### config.mk
export PLATFORM = sky130hd
export DESIGN_NAME = dig_scan_driver
export DESIGN_NICKNAME = d
export VERILOG_FILES = /design/src/rtl/dig_scan_driver_pkg.sv /design/src/rtl/dig_scan_driver_seg7_hex_decode.sv /design/src/rtl/dig_scan_driver.sv
export SDC_FILE = /design/constraint.sdc
export NUM_CORES = 1
export LEC_CHECK = 0
export ABC_CLOCK_PERIOD_IN_PS = 3480
export BUFFER_PORTS_ARGS = -buffer_cell sky130_fd_sc_hd__buf_4
export CORE_ASPECT_RATIO = 0.8
export CORE_UTILIZATION = 25
export CTS_CLUSTER_SIZE = 8
export DETAILED_ROUTE_END_ITERATION = 16
export PLACE_DENSITY_LB_ADDON = 0.05
export REMOVE_ABC_BUFFERS = 1
export SLEW_MARGIN = 20
export SYNTH_ARGS = -nofsm -noshare
export SYNTH_HDL_FRONTEND = slang
export SYNTH_SLANG_ARGS = --single-unit
### constraint.sdc
create_clock -name clk -period 3.48 [get_ports clk]
set_clock_uncertainty 0.15 [all_clocks]
set_input_delay 0.522 -clock clk [delete_from_list [all_inputs] [get_ports clk]]
set_output_delay 0.522 -clock clk [all_outputs]
set_load 0.05 [all_outputs]
### src/rtl/dig_scan_driver_pkg.sv
// Shared constants for the eight-digit seven-segment scan driver: register
// offsets, reset control word and the active-low hex segment patterns.
package dig_scan_driver_pkg;

    localparam logic [31:0] DIG_BASE_ADDR = 32'h1000_F000;
    localparam logic [31:0] DIG_DATA_OFS  = 32'h0000_0000;
    localparam logic [31:0] DIG_CTRL_OFS  = 32'h0000_0004;
    localparam logic [31:0] DIG_CTRL_RST  = 32'h0000_FF01;

    // Segment order is {g,f,e,d,c,b,a}; a 0 lights the segment.
    localparam logic [6:0] SEG_0 = 7'b100_0000;
    localparam logic [6:0] SEG_1 = 7'b111_1001;
    localparam logic [6:0] SEG_2 = 7'b010_0100;
    localparam logic [6:0] SEG_3 = 7'b011_0000;
    localparam logic [6:0] SEG_4 = 7'b001_1001;
    localparam logic [6:0] SEG_5 = 7'b001_0010;
    localparam logic [6:0] SEG_6 = 7'b000_0010;
    localparam logic [6:0] SEG_7 = 7'b111_1000;
    localparam logic [6:0] SEG_8 = 7'b000_0000;
    localparam logic [6:0] SEG_9 = 7'b001_0000;
    localparam logic [6:0] SEG_A = 7'b000_1000;
    localparam logic [6:0] SEG_B = 7'b000_0011;
    localparam logic [6:0] SEG_C = 7'b100_0110;
    localparam logic [6:0] SEG_D = 7'b010_0001;
    localparam logic [6:0] SEG_E = 7'b000_0110;
    localparam logic [6:0] SEG_F = 7'b000_1110;
    localparam logic [6:0] SEG_DARK = 7'b111_1111;

    typedef enum logic [1:0] {
        REG_DATA  = 2'd0,
        REG_CTRL  = 2'd1,
        REG_RSVD2 = 2'd2,
        REG_RSVD3 = 2'd3
    } reg_sel_e;

    typedef struct packed {
        logic [7:0] dp_mask;
        logic [7:0] digit_mask;
        logic       en;
    } ctrl_t;

endpackage

### src/rtl/dig_scan_driver_seg7_hex_decode.sv
// Combinational nibble to active-low seven-segment decoder.
module seg7_hex_decode
    import dig_scan_driver_pkg::*;
(
    input  logic [3:0] nibble_i,
    output logic [6:0] seg_n_o
);

    always_comb begin
        seg_n_o = SEG_DARK;
        case (nibble_i)
            4'h0: seg_n_o = SEG_0;
            4'h1: seg_n_o = SEG_1;
            4'h2: seg_n_o = SEG_2;
            4'h3: seg_n_o = SEG_3;
            4'h4: seg_n_o = SEG_4;
            4'h5: seg_n_o = SEG_5;
            4'h6: seg_n_o = SEG_6;
            4'h7: seg_n_o = SEG_7;
            4'h8: seg_n_o = SEG_8;
            4'h9: seg_n_o = SEG_9;
            4'hA: seg_n_o = SEG_A;
            4'hB: seg_n_o = SEG_B;
            4'hC: seg_n_o = SEG_C;
            4'hD: seg_n_o = SEG_D;
            4'hE: seg_n_o = SEG_E;
            4'hF: seg_n_o = SEG_F;
            default: seg_n_o = SEG_DARK;
        endcase
    end

endmodule

### src/rtl/dig_scan_driver.sv
// Bus-slave seven-segment scan driver: DATA/CTRL registers, digit prescaler
// and registered active-low pin outputs.
module dig_scan_driver
    import dig_scan_driver_pkg::*;
#(
    parameter int unsigned SCAN_DIV = 20000
) (
    input  logic        clk,
    input  logic        rst_n,
    input  logic [31:0] addr,
    input  logic        we,
    input  logic [31:0] wdata,
    output logic [7:0]  dig_en,
    output logic        DN_A,
    output logic        DN_B,
    output logic        DN_C,
    output logic        DN_D,
    output logic        DN_E,
    output logic        DN_F,
    output logic        DN_G,
    output logic        DN_DP
);

    localparam int unsigned CNT_W = $clog2(SCAN_DIV);
    localparam logic [CNT_W-1:0] CNT_LAST = CNT_W'(SCAN_DIV - 1);
    localparam ctrl_t CTRL_RST = '{
        dp_mask:    DIG_CTRL_RST[23:16],
        digit_mask: DIG_CTRL_RST[15:8],
        en:         DIG_CTRL_RST[0]
    };

    logic [31:0]      data_q, data_d;
    ctrl_t            ctrl_q, ctrl_d;
    logic [CNT_W-1:0] cnt_q, cnt_d;
    logic [2:0]       idx_q, idx_d;
    logic [7:0]       dig_en_q, dig_en_d;
    logic [6:0]       seg_q, seg_d;
    logic             dp_q, dp_d;

    logic [3:0]       nibble;
    logic [6:0]       seg_hex;
    logic             lit;
    logic             unused_addr_bits;

    assign unused_addr_bits = ^{addr[31:4], addr[1:0]};

    seg7_hex_decode u_decode (
        .nibble_i (nibble),
        .seg_n_o  (seg_hex)
    );

    always_comb begin
        data_d = data_q;
        ctrl_d = ctrl_q;
        if (we) begin
            case (reg_sel_e'(addr[3:2]))
                REG_DATA: data_d = wdata;
                REG_CTRL: ctrl_d = '{dp_mask: wdata[23:16], digit_mask: wdata[15:8], en: wdata[0]};
                default:  ;
            endcase
        end
    end

    // The prescaler free-runs regardless of EN so re-enabling resumes mid-scan.
    always_comb begin
        cnt_d = cnt_q + 1'b1;
        idx_d = idx_q;
        if (cnt_q == CNT_LAST) begin
            cnt_d = '0;
            idx_d = idx_q + 3'd1;
        end
    end

    // Pins are computed from the registered state, so they trail writes and
    // digit advances by exactly one edge.
    always_comb begin
        nibble   = data_q[{idx_q, 2'b00} +: 4];
        lit      = ctrl_q.en & ctrl_q.digit_mask[idx_q];
        dig_en_d = 8'hFF;
        seg_d    = SEG_DARK;
        dp_d     = 1'b1;
        if (lit) begin
            dig_en_d = ~(8'd1 << idx_q);
            seg_d    = seg_hex;
            dp_d     = ~ctrl_q.dp_mask[idx_q];
        end
    end

    always_ff @(posedge clk or negedge rst_n) begin
        if (!rst_n) begin
            data_q   <= '0;
            ctrl_q   <= CTRL_RST;
            cnt_q    <= '0;
            idx_q    <= '0;
            dig_en_q <= 8'hFF;
            seg_q    <= SEG_DARK;
            dp_q     <= 1'b1;
        end else begin
            data_q   <= data_d;
            ctrl_q   <= ctrl_d;
            cnt_q    <= cnt_d;
            idx_q    <= idx_d;
            dig_en_q <= dig_en_d;
            seg_q    <= seg_d;
            dp_q     <= dp_d;
        end
    end

    assign dig_en = dig_en_q;
    assign DN_A   = seg_q[0];
    assign DN_B   = seg_q[1];
    assign DN_C   = seg_q[2];
    assign DN_D   = seg_q[3];
    assign DN_E   = seg_q[4];
    assign DN_F   = seg_q[5];
    assign DN_G   = seg_q[6];
    assign DN_DP  = dp_q;

endmodule

==> results.toml <==
[outcome]
status = "finished, final reports clean"

[detailed_routing]
postRouteAntennaNets = 0
routedWlPerCell_um = 15.3
wl_met2_mm = 3.47
drt_iter0_drc = 94
drt-met1-wl_mm = 4.58
first_pass_iters = 4
viasPerCell = 4.25
top_layer = "met4"
drt_drc_violations_left = 0
drt-total-wl_mm = 8.58
wl_met3_um = 390
vias = 2376

[finish]
drive_gt1_frac = 0.481
antenna_cells = 0
final_nets = 424
synthToLayoutAreaGrowth_pct = 25.3
fin_area_mm2 = 0.00484
postLayoutCoreUtil = 0.321

[floorplanning]
core_area_mm2 = 0.0151
io_pins = 83
rows = 40
die_y_um = 113
dieArea_mm2 = 0.0160
dieWidth_um = 141
initial_core_util = 0.256

[critical_path]
cp-start-kind = "flip-flop"
crit_arrival_ps = 2690
endpoint_kind = "flip-flop"
path_max_fanout = 13
worstSetupPathType = "reg2reg"
crit_required_ps = 3580

[job]
maxCapViolations = 0

[sta]
hold_viol_final = 0
rsz0062_at_grt = "false"
layout_worst_path_cycle_share = 0.746
period_needed_ps = 2590
tns_ps = 0
tightest_slew_ps = 601
fmax_mhz = 385
slew_violations = 0
setup_viol = 0
max_slew_margin = 0.599

[clocking]
cts.reportedPaths.clkPinSlew_ps = 60
hold_buffers = 0
cts_sinks = 83
clk_latency_ps = 340
cts_setup_buffers = 0
cts_inserted_buffers = 9
clockRootBuffer = "clkbuf_16"
cts_resized = 0
ctsLongestPathBuffers = 2
cts_tree = "built"
cts_max_level = 3

[logic_synthesis]
ys_seq_area_frac = 0.546
synth_area_mm2 = 0.00386
ys_ff_latch = 83
yosys_warnings = 0
avgSynthCellArea_um2 = 13.6
synth_edf_count = 0
synth_cell_types = 44
synth-main-ff-cell = "dfrtp_1"
async_reset_ff_frac = 1.00
netlist_instances = 284

[pwr]
ir_drop_mv = 0.262
p_per_area_mw_per_mm2 = 556
total_leakage_power_nw = 2.04
fin_total_pwr_mw = 2.69

[worst_hold_path]
worstHoldPathType = "in2async"

[placement]
place.gp.congestion = 0.764
dp_hpwl_mm = 5.97
port_buffers = 52
place_area_mm2 = 0.00451

[grt]
overflow = 0
antenna_found_initial = 0
grt_pass1_wl_mm = 14.0
grt_max_degree = 49
grt_pass1_vias = 2410
grt_use_total = 0.120
[path summary, 6_finish.rpt]
check	start	endpoint	slack [ps]	cells after the start
max in group asynchronous	rst_n	ctrl_q[1]$_DFFE_PN1P_	2490	2
hold / removal	rst_n	idx_q[0]$_DFFE_PN0N_	8	1
min in group clk	wdata[28]	data_q[28]$_DFFE_PN0P_	260	2
hold reg to reg	data_q[8]$_DFFE_PN0P_	data_q[8]$_DFFE_PN0P_	350	1
setup reg to reg	idx_q[0]$_DFFE_PN0N_	seg_q[3]$_DFF_PN1_	890	8
setup / recovery	idx_q[0]$_DFFE_PN0N_	seg_q[3]$_DFF_PN1_	890	8
[per-stage QoR]
step                      hold WS, ps  std cells  setup WS [ps]
after global placement            334        543            823
after global routing             37.4        559            578
after detailed placement          341        543            847
after CTS                        9.44        559            828
after floorplan                  76.4        273           -158
final                            8.43        559            885
[logic make-up after synthesis]
logic type	count (synthesis)	synth area share
buf+inv	21	0.0311
mux	67	0.228
xor+xnor	12	0.0272
simple gates	66	0.0848
fa+ha+maj	13	0.0421
compound gates	22	0.0411
flops	83	0.546
[area by class of cell]
cell class                      instances  area (µm²)
Fill cell                            1493       10200
Sequential cell                        83        2110
Multi-Input combinational cell        180        1640
Timing Repair Buffer                   60         463
Tap cell                              210         263
Clock buffer                           12         256
Clock inverter                          4        72.6
Inverter                               10        37.5
[power by group]
part | switching, mW | internal [mW]
registers | 0.0601 | 1.12
clock network | 0.385 | 0.667
logic | 0.236 | 0.223
total | 0.682 | 2.01
[cells in the final DEF (no fill, tap or decap), types with 5 or more instances in the layout]
master     count
buf_4         59
nand2_1       21
dfstp_2       25
mux2_2        51
nand3_1        9
dfrtp_1       58
inv_1          8
xnor2_1        7
clkbuf_16      9
nor3_1         5
nor2_1        12
mux4_2         9
xor2_1         5
ha_1          13
[registers in the layout (all words and copies together), names as in the netlist]
register and count:
cnt_q 15, dig_en 8, DN_DP 1, idx_q 3
seg_q 7, data_q 32, ctrl_q 17
[Yosys cell counts, types with 2 or more instances]
| cell | instances | area [µm²] |
|---|---|---|
| dfrtp_1 | 58 | 1450 |
| mux2_2 | 51 | 574 |
| dfstp_2 | 25 | 657 |
| nand2_1 | 21 | 78.8 |
| ha_1 | 13 | 163 |
| nor2_1 | 12 | 45.0 |
| mux4_2 | 9 | 203 |
| nand3_1 | 9 | 45.0 |
| inv_1 | 8 | 30.0 |
| xnor2_1 | 7 | 61.3 |
| clkbuf_1 | 5 | 18.8 |
| nor3_1 | 5 | 25.0 |
| xor2_1 | 5 | 43.8 |
| a21oi_1 | 4 | 20.0 |
| and3_1 | 4 | 25.0 |
| mux2i_1 | 4 | 40.0 |
| o21ai_0 | 4 | 20.0 |
| o221ai_1 | 4 | 35.0 |
| buf_6 | 3 | 33.8 |
| nand4_1 | 3 | 18.8 |
| nor2b_1 | 3 | 18.8 |
| a211oi_1 | 2 | 15.0 |
| a22o_1 | 2 | 17.5 |
| buf_2 | 2 | 10.0 |
| or3_1 | 2 | 12.5 |
[critical path, cell delays in order, from the launching register on]
cell and delay, ps:
dfrtp_1 340, buf_4 270, mux4_2 560, mux2_4 320, inv_1 130, ha_1 260, nor3_1 190, a211oi_1 70
o21ai_0 200
[layer usage]
metal / vias up / GRT usage
met5: - / 0
li1: 1133 / -
met2: 52 / 0.166
met3: 9 / 0.0410
met4: 0 / 0.0435
met1: 1182 / 0.173
Power figures use the tool's default switching activity.
